--- src/rtl/alarm_bank.sv ---
// Multi-channel HH:MM:SS alarm bank with per-channel ring/snooze/dismiss FSM.
// Matches against the running time on each sec_tick and drives the alarm LED.
module alarm_bank #(
  parameter int N_ALARMS    = 4,
  parameter int RING_SECS   = 60,
  parameter int SNOOZE_SECS = 300,
  parameter int MAX_SNOOZE  = 3,
  parameter int IDX_W       = 2
) (
  input  logic                clk,
  input  logic                reset,
  input  logic                sec_tick,
  input  logic [4:0]          H_OUT,
  input  logic [5:0]          M_OUT,
  input  logic [5:0]          S_OUT,
  input  logic                wr_en,
  input  logic [IDX_W-1:0]    wr_idx,
  input  logic [4:0]          wr_h,
  input  logic [5:0]          wr_m,
  input  logic [5:0]          wr_s,
  input  logic                wr_arm,
  input  logic                snooze,
  input  logic                dismiss,
  output logic                wr_ack,
  output logic                wr_err,
  output logic [N_ALARMS-1:0] armed_vec,
  output logic [N_ALARMS-1:0] ring_vec,
  output logic [N_ALARMS-1:0] snz_vec,
  output logic                OUT_LED
);

  localparam int CNT_MAX =
    (RING_SECS > SNOOZE_SECS) ? RING_SECS : SNOOZE_SECS;
  localparam int CNT_W = $clog2(CNT_MAX + 1);
  localparam int SU_W =
    (MAX_SNOOZE > 0) ? $clog2(MAX_SNOOZE + 1) : 1;

  localparam logic [CNT_W-1:0] RING_INIT = CNT_W'(RING_SECS);
  localparam logic [CNT_W-1:0] SNZ_INIT  = CNT_W'(SNOOZE_SECS);
  localparam logic [CNT_W-1:0] CNT_ONE   = CNT_W'(1);
  localparam logic [SU_W-1:0]  SU_MAX    = SU_W'(MAX_SNOOZE);
  localparam logic [SU_W-1:0]  SU_ONE    = SU_W'(1);

  typedef enum logic [1:0] {
    IDLE = 2'd0,
    RING = 2'd1,
    SNZ  = 2'd2
  } st_t;

  st_t              st_q [N_ALARMS];
  st_t              st_d [N_ALARMS];
  logic [4:0]       ah_q [N_ALARMS];
  logic [4:0]       ah_d [N_ALARMS];
  logic [5:0]       am_q [N_ALARMS];
  logic [5:0]       am_d [N_ALARMS];
  logic [5:0]       as_q [N_ALARMS];
  logic [5:0]       as_d [N_ALARMS];
  logic [CNT_W-1:0] rc_q [N_ALARMS];
  logic [CNT_W-1:0] rc_d [N_ALARMS];
  logic [CNT_W-1:0] sc_q [N_ALARMS];
  logic [CNT_W-1:0] sc_d [N_ALARMS];
  logic [SU_W-1:0]  su_q [N_ALARMS];
  logic [SU_W-1:0]  su_d [N_ALARMS];
  logic [N_ALARMS-1:0] arm_q;
  logic [N_ALARMS-1:0] arm_d;

  logic                wr_ok;
  logic [N_ALARMS-1:0] wr_sel;
  logic [N_ALARMS-1:0] match;

  assign wr_ok = wr_en
              && (wr_h <= 5'd23)
              && (wr_m <= 6'd59)
              && (wr_s <= 6'd59)
              && (int'(wr_idx) < N_ALARMS);

  always_comb begin
    wr_sel = '0;
    match  = '0;
    for (int i = 0; i < N_ALARMS; i++) begin
      wr_sel[i] = wr_ok && (int'(wr_idx) == i);
      match[i]  = sec_tick && arm_q[i]
               && (H_OUT == ah_q[i])
               && (M_OUT == am_q[i])
               && (S_OUT == as_q[i]);
    end
  end

  // A write to a channel overrides every other event in that cycle.
  always_comb begin
    arm_d = arm_q;
    for (int i = 0; i < N_ALARMS; i++) begin
      st_d[i] = st_q[i];
      ah_d[i] = ah_q[i];
      am_d[i] = am_q[i];
      as_d[i] = as_q[i];
      rc_d[i] = rc_q[i];
      sc_d[i] = sc_q[i];
      su_d[i] = su_q[i];
      if (wr_sel[i]) begin
        ah_d[i]  = wr_h;
        am_d[i]  = wr_m;
        as_d[i]  = wr_s;
        arm_d[i] = wr_arm;
        st_d[i]  = IDLE;
        su_d[i]  = '0;
      end else begin
        unique case (st_q[i])
          IDLE: begin
            if (match[i]) begin
              st_d[i] = RING;
              rc_d[i] = RING_INIT;
              su_d[i] = '0;
            end
          end
          RING: begin
            if (dismiss) begin
              st_d[i] = IDLE;
            end else if (snooze && (su_q[i] < SU_MAX)) begin
              st_d[i] = SNZ;
              sc_d[i] = SNZ_INIT;
              su_d[i] = su_q[i] + SU_ONE;
            end else if (sec_tick) begin
              if (rc_q[i] == CNT_ONE) st_d[i] = IDLE;
              else rc_d[i] = rc_q[i] - CNT_ONE;
            end
          end
          SNZ: begin
            if (dismiss) begin
              st_d[i] = IDLE;
            end else if (sec_tick) begin
              if (sc_q[i] == CNT_ONE) begin
                st_d[i] = RING;
                rc_d[i] = RING_INIT;
              end else begin
                sc_d[i] = sc_q[i] - CNT_ONE;
              end
            end
          end
          default: st_d[i] = IDLE;
        endcase
      end
    end
  end

  always_ff @(posedge clk) begin
    if (reset) begin
      arm_q <= '0;
      for (int i = 0; i < N_ALARMS; i++) begin
        st_q[i] <= IDLE;
        ah_q[i] <= '0;
        am_q[i] <= '0;
        as_q[i] <= '0;
        rc_q[i] <= '0;
        sc_q[i] <= '0;
        su_q[i] <= '0;
      end
    end else begin
      arm_q <= arm_d;
      for (int i = 0; i < N_ALARMS; i++) begin
        st_q[i] <= st_d[i];
        ah_q[i] <= ah_d[i];
        am_q[i] <= am_d[i];
        as_q[i] <= as_d[i];
        rc_q[i] <= rc_d[i];
        sc_q[i] <= sc_d[i];
        su_q[i] <= su_d[i];
      end
    end
  end

  always_comb begin
    ring_vec  = '0;
    snz_vec   = '0;
    armed_vec = arm_q;
    for (int i = 0; i < N_ALARMS; i++) begin
      ring_vec[i] = (st_q[i] == RING);
      snz_vec[i]  = (st_q[i] == SNZ);
    end
  end

  always_ff @(posedge clk) begin
    if (reset) begin
      wr_ack  <= 1'b0;
      wr_err  <= 1'b0;
      OUT_LED <= 1'b0;
    end else begin
      wr_ack  <= wr_ok;
      wr_err  <= wr_en && !wr_ok;
      OUT_LED <= |ring_vec;
    end
  end

endmodule

--- config.mk ---
export PLATFORM = sky130hd
export DESIGN_NAME = alarm_bank
export DESIGN_NICKNAME = d
export VERILOG_FILES = /design/src/rtl/alarm_bank.sv
export SDC_FILE = /design/constraint.sdc
export NUM_CORES = 1
export LEC_CHECK = 0
export CAP_MARGIN = 20
export CORE_AREA = 2 2 132 134
export CTS_CLUSTER_DIAMETER = 60
export DETAILED_ROUTE_END_ITERATION = 8
export DIE_AREA = 0 0 134 136
export PLACE_DENSITY = 0.72
export SYNTH_ARGS = -nofsm -noshare
export SYNTH_HDL_FRONTEND = slang
export SYNTH_SLANG_ARGS = --single-unit
--- constraint.sdc ---
create_clock -name clk -period 4.5 [get_ports clk]
set_input_delay 1.125 -clock clk [delete_from_list [all_inputs] [get_ports clk]]
set_output_delay 1.125 -clock clk [all_outputs]
set_load 0.02 [all_outputs]
* Yosys cells after proc, flatten, opt, wreduce, memory -nomap -nowiden *
Memories as Yosys holds them, arrays and structs flattened.
Cells that the tools add are included.

word-level totals
  bits in registers = 7
  latch bits = 0
  RAM bits = 156
  bits in read-only memories = 0
  bits of input ports = 43
  output and inout port bits = 15
  word-level logic and storage cells = 298
  memories = 7

memory list
  memory       depth  width  read ports  clocked after Yosys merged registers in  write ports  RTL line  source
  rc_q         4      9      4           0                                        4            58        logic [CNT_W-1:0] rc_q [N_ALARMS];
  sc_q         4      9      4           0                                        4            60        logic [CNT_W-1:0] sc_q [N_ALARMS];
  am_q         4      6      4           0                                        4            54        logic [5:0] am_q [N_ALARMS];
  as_q         4      6      4           0                                        4            56        logic [5:0] as_q [N_ALARMS];
  ah_q         4      5      4           0                                        4            52        logic [4:0] ah_q [N_ALARMS];
  st_q         4      2      4           0                                        4            50        st_t st_q [N_ALARMS];
  +1 memories  --     --     --          --                                       --           --

operators by class
  $add $sub $neg = 12
  multipliers = 0
  divide/modulo/power cells = 0
  magnitude comparators = 7
  equality and inequality tests = 31
  shifts and indexed selects = 0
  muxes and demuxes = 171
  bitwise operators = 28
  reductions and logical operators = 35

operators by type and width
  kind                   count
  $mux W9                68
  $mux W2                60
  $pmux W9 S3            4
  $mux W6                16
  $eq A9 B1 Y1 const B   8
  $pmux W9 S2            4
  $sub A9 B1 Y9 const B  8
  $eq A6 B6 Y1           8
  $mux W5                8
  $logic_and A1 B1 Y1    28
  $or A1 B1 Y1           28
  $pmux W2 S3            4
  $eq A5 B5 Y1           4
  $pmux W2 S2            4
  $eq A2 B2 Y1 const B   6
  $le A6 B6 Y1 const B   2
  $eq A2 B1 Y1 const B   5
  $logic_not A2 Y1       5
  $add A2 B1 Y2 const B  4
  $lt A2 B2 Y1 const B   4
  $le A5 B5 Y1 const B   1
  $reduce_or A4 Y1       1
  $mux W1                3
  $logic_not A1 Y1       1

* Depth between registers and ports, before layout *
Gate-level depths: netlist of run 1.

  depth in word-level cells = 8
  mapped depth = 9
  mapped depth without buffers = 8

* Worst setup path after synthesis of run 1 *
No wires, ideal clock.

  kind = input to register
  start point = in sec_tick
  end point = mem rc_q[3][4] (netlist bit)
  setup time = 0.070 ns
  arrival time = 2.747 ns
  data required time = 4.430 ns
  path slack = 1.683 ns
  stages on the path = 6
  buffers on the path = 1
  cells stage by stage = clkbuf_1 -> nand2_1 -> maj3_1 -> or3_4 -> or4_1 -> a21oi_1

RTL lines
  element             RTL line  source
  start: declaration  12        input logic sec_tick,
  end: declaration    58

==> metrics.txt, run 1 <==
WS Path Type in2reg; Hold Path Class reg2reg; layout cells sized above 1 6.31%; via count 8,209; Final Max Slew Viols 0; worst slack at placement 0.701 ns; initial DRC count 701; worst slew pin tran 0.879 ns; Clk Latency, worst-skew pair 0.44 ns; Sink Count 163; Die Y 136 µm; first-pass GRT wire length 38,200 µm; Max Fclk 295 MHz; async set-reset flop share out of synthesis 0%; diode count 0; placed inst area 9490 µm²; Top delay family on crit path simple AND/OR/NAND/NOR gates; design area 10,100 µm²; final hold vios 0; RSZ-0062 raised after global routing no; crit path DAT 3.76 ns; vias in the first global route 7,419; synthesized area 8710 µm²; WP data required 4.87 ns; Critical Path Start Type input port; number of max-cap violations 0; routed len/inst 17.2 µm; Synth cell types 73; Worst path slowest cell and2_1; core region area 16,900 µm²; cell count after synthesis 1,105; Rel. slew slack 41.4%; commonest non-fill, non-tap cell in the layout nand2_1; most frequent cells in the layout nand2_1, dfxtp_1, a21oi_1; largest net degree at the start of global routing 78; ys flop type dfxtp_1; Worst Setup End Kind flop; row cnt 48; CTS tree done; Setup TNS Final 0 ns; Syn Area/Cell 7.88 µm²; initial antenna violation count 0; Avg Vias per Cell 5.94; root buffer cell clkbuf_16; CP peak stage delay 0.68 ns; FILL cells 1,502; FF+latch count, synth 163; Starting Density 51.6%; I/O pins 58; total iterations of the first detailed-routing run 6; worst vdd ir 0.000298 V; EDFF count, synth 0; syn_nets 1,176; hold buffer count at CTS 0; total wire length 23,800 µm; Seq/Total Area, Yosys 37.5%; total gr overflow 0; Buffers & Inverters on Critical Path 2; crit-path cells clkdlybuf4s50_1, and4_1, nor4_1, and2_1, buf_4, nand2_1, a21oi_1; all-layer global routing usage 26.4%; leak pwr 3.60 nW; # setup viols final 0; Synth top area share 37.5%; Final WS setup 1.11 ns; yosys warns 0; I/O Buffers 57; H-tree Lvls 4; Setup Skew 0.00919 ns; Crit Path Max Fanout 14; RePlAce Congestion 0.902; Worst-path clk slew 0.07 ns; DRT antenna net count 0; Power per Cell Area 319 nW/µm²; CTS Buffer Depth 2; min Tclk post-route 3.39 ns; Final period util 75.3%; post-CTS setup buffer count 0; area delta synth->final 15.7%; width of the die 134 µm; run status finished, final reports clean; die area 18,200 µm²; fin nets 1,215; DRC 0; DP HPWL 16,700 µm; cell taking the most area after synthesis dfxtp_1; Synth area leaders dfxtp_1, nand2_1, a21oi_1; post_cts resized 0; number of buffers created by CTS 17
state kept, by name (all words and copies together) (netlist names):
signal	count
rc_q	36
sc_q	36
am_q	24
as_q	24
ah_q	20
st_q	8
su_q	8
armed_vec	4
OUT_LED	1
wr_ack	1
wr_err	1
cells in the mapped netlist, drive strengths merged (25+ instances only):
| master | number |
|---|---|
| a21oi | 144 |
| clkbuf | 51 |
| o21ai | 26 |
| xor2 | 41 |
| nor4 | 25 |
| nor2 | 54 |
| nor3 | 38 |
| nand2 | 211 |
| inv | 35 |
| dfxtp | 163 |
| xnor2 | 42 |
| ha | 28 |
metal layers:
| metal | GRT usage, % | vias up | share of wire, % |
|---|---|---|---|
| met4 | 10.0 | 0 | 2.5 |
| li1 | - | 4024 | - |
| met3 | 5.22 | 44 | 6.2 |
| met5 | 0 | - | 0 |
| met2 | 41.4 | 284 | 45 |
| met1 | 36.1 | 3857 | 46 |
metrics by stage:
stage | cells | total power [W] | hold WS [ns] | util, %
final | 1382 | 0.00321 | 0.467 | 59.7
after floorplan | 1105 | 0.00167 | 0.428 | -
after global placement | 1350 | 0.00179 | 0.442 | 56.2
after global routing | 1382 | 0.00332 | 0.489 | 59.7
after detailed placement | 1350 | 0.00179 | 0.451 | 56.2
after CTS | 1382 | 0.00323 | 0.461 | 59.7
where the power goes:
part	switching, W	total, W	internal [W]
sequential	0.0000176	0.00148	0.00146
combinational	0.000172	0.000278	0.000106
clock	0.000708	0.00145	0.000745
total	0.000898	0.00321	0.00232
cell families after synthesis:
kind of cell	after synthesis	share of synthesized area (%)
buf+inv	94	4.24
fa+ha+maj	29	4.14
xor+xnor	83	8.35
flops	163	37.5
compound gates	267	19.2
mux	6	0.690
simple gates	463	26.0
cell type report:
cell class                      count  area, µm²  share of cell area [%]
Clock buffer                       17        425                    4.22
Clock inverter                     15        163                    1.61
Inverter                           36        135                    1.34
Multi-Input combinational cell    848       5080                    50.4
Sequential cell                   163       3260                    32.4
Tap cell                          225        282                    2.79
Timing Repair Buffer               78        726                    7.20
final timing paths:
path,startpoint,endpoint,slack [ns],depth (start not counted)
worst max-delay path,wr_s[4],am_q[2][1]$_SDFFE_PP0P_,1.11,7
worst min-delay path,ah_q[3][4]$_SDFFE_PP0P_,ah_q[3][4]$_SDFFE_PP0P_,0.47,2
worst max register to register,sc_q[2][0]$_SDFFE_PP0P_,rc_q[2][8]$_SDFFE_PP0P_,1.78,8
worst min register to register,ah_q[3][4]$_SDFFE_PP0P_,ah_q[3][4]$_SDFFE_PP0P_,0.47,2
worst register-to-register path: stages (launching register included):
cell,delay [ns]
dfxtp_1,0.41
ha_1,0.18
nor4b_1,0.46
a31oi_1,0.22
a211o_1,0.34
nor3_2,0.46
buf_4,0.25
nand2_1,0.06
a32o_1,0.25
Note: power is estimated with default switching activity, not from simulation.
==> inputs of run 2 (changes only) <==
clock period = 3.5 ns   (was 4.5 ns; I/O delays follow)
==> metrics.txt, run 2 (synthesized netlist as in run 1, its figures left out) <==
Rel. slew slack 39.6% (-1.8 points); FF-to-FF Start sc_q[2][0]$_SDFFE_PP0P_; DP HPWL 16,500 µm (-1.6%); final cell count without fillers 1,404 (+1.6%); run status finished, final reports clean; worst slack at placement -0.00483 ns (-0.706 ns); Avg Vias per Cell 5.84 (-1.7%); Top delay family on crit path buffers and inverters; top flop regs rc_q: 36 flops, sc_q: 36 flops; area delta synth->final 17.6%; largest net degree at the start of global routing 71 (-9.0%); met2 Use GR 43.4% (+2.0 points); layout cells sized above 1 8.06% (+1.7 points); FILL cells 1,504 (+0.13%); CTS tree done; Die Y 136 µm (unchanged); WS Path Type reg2out; Power per Cell Area 401 nW/µm² (+26%); RSZ-0062 raised after global routing no; worst slew pin tran 0.900 ns (+0.0216 ns); Critical Path Source st_q[3][0]$_SDFFE_PP0P_; core region area 16,900 µm² (unchanged); M3 GR Usage 4.88% (-0.34 points); hold buffer count at CTS 0 (unchanged); crit-path cells nand2b_1, inv_1, clkdlybuf4s50_1; Hold Path Class reg2reg; Worst path slowest cell clkdlybuf4s50_1; initial DRC count 633 (-9.7%); M1 GR Usage 34.4% (-1.7 points); Clk Latency, worst-skew pair 0.43 ns (about the same); routed len/inst 16.8 µm (-2.3%); I/O Buffers 57 (unchanged); Buffers & Inverters on Critical Path 2 (unchanged); Worst Reg2Reg Path Length in Cells 8 (unchanged); most frequent cells in the layout nand2_1, dfxtp_1, a21oi_1; all-layer global routing usage 26.1% (-0.36 points); diode count 0 (unchanged); CP peak stage delay 0.68 ns (about the same); leak pwr 3.71 nW (+3.1%); Final period util 89.6%; H-tree Lvls 4 (unchanged); commonest non-fill, non-tap cell in the layout nand2_1; I/O pins 58 (unchanged); WP data required 2.62 ns (-2.25 ns); post_cts resized 0 (unchanged); total iterations of the first detailed-routing run 5 (-1); number of max-cap violations 0 (unchanged); worst hold start su_q[1][1]$_SDFFE_PP0P_; worst vdd ir 0.000346 V (+16%); min Tclk post-route 3.14 ns; dpl cells 1,372 (+1.6%); Worst Setup End Kind output pin; Hold Path Cell Cnt 2 (unchanged); DRT antenna net count 0 (unchanged); # setup viols final 0 (unchanged); die area 18,200 µm² (unchanged); vias in the first global route 7,506 (+1.2%); CP Depth 3 (-4); RePlAce Congestion 0.861 (-4.5%); row cnt 48 (unchanged); CTS Buffer Depth 2 (unchanged); DRC 0 (unchanged); Max Fclk 319 MHz; Sink Count 163 (unchanged); total wire length 23,600 µm (-0.70%); width of the die 134 µm (unchanged); post-CTS setup buffer count 0 (unchanged); Final Max Slew Viols 0 (unchanged); crit path DAT 2.26 ns (-1.50 ns); number of buffers created by CTS 17 (unchanged); root buffer cell clkbuf_16; total gr overflow 0 (unchanged); initial antenna violation count 0 (unchanged); Starting Density 51.6% (unchanged); Critical Path Start Type flop; Crit Path Max Fanout 12 (-2); via count 8,194 (-0.18%); most crowded layer after global routing met2; Worst-path clk slew 0.07 ns (about the same); final hold vios 0 (unchanged); first-pass GRT wire length 38,000 µm (-0.45%); Setup Skew 0.0135 ns (+0.00428 ns); fin nets 1,237 (+1.8%); Final WS setup 0.363 ns (-0.747 ns)
==> run 2: worst paths after layout <==
path	to	slack [ns]
setup reg to reg	rc_q[2][1]$_SDFFE_PP0P_	0.97
hold / removal	su_q[1][1]$_SDFFE_PP0P_	0.46
hold reg to reg	su_q[1][1]$_SDFFE_PP0P_	0.46
setup / recovery	ring_vec[3]	0.36
==> run 2: final cells by class <==
cell class	count	area, µm²	area share, %
inverters	36	135	1.32
well taps	225	282	2.75
flip-flops and latches	163	3260	31.9
clock inverters	14	138	1.34
repair buffers	100	903	8.82
multi-input cells	848	5080	49.6
clock buffers	18	439	4.29
==> run 2: metrics by stage <==
step	power (W)	area, µm²	util [%]	hold slack [ns]	TNS, ns
after global placement	0.00232	9670	57.3	0.442	0
after floorplan	0.00214	8710	-	0.428	0
after detailed placement	0.00232	9670	57.3	0.454	-0.00795
final	0.00411	10200	60.7	0.465	0
after global routing	0.00424	10200	60.7	0.479	0
after CTS	0.00413	10200	60.7	0.468	0
==> run 2: tightest hold or removal path: stages, from the launching register on <==
cell and delay, ns:
dfxtp_1 0.31, nand2_1 0.05, o21ai_0 0.06
==> run 2: routing by layer <==
metal,share of wire [%],vias up
met1,45,3845
met3,5.9,40
met4,2.0,0
met2,47,265
met5,0,-
li1,-,4044
==> run 2: report_power, final <==
group          switching (W)  leakage [nW]  internal, W
logic               0.000227          2.11     0.000153
clock network       0.000862         0.282     0.000963
registers          0.0000221          1.32      0.00188
total                0.00111          3.71      0.00300
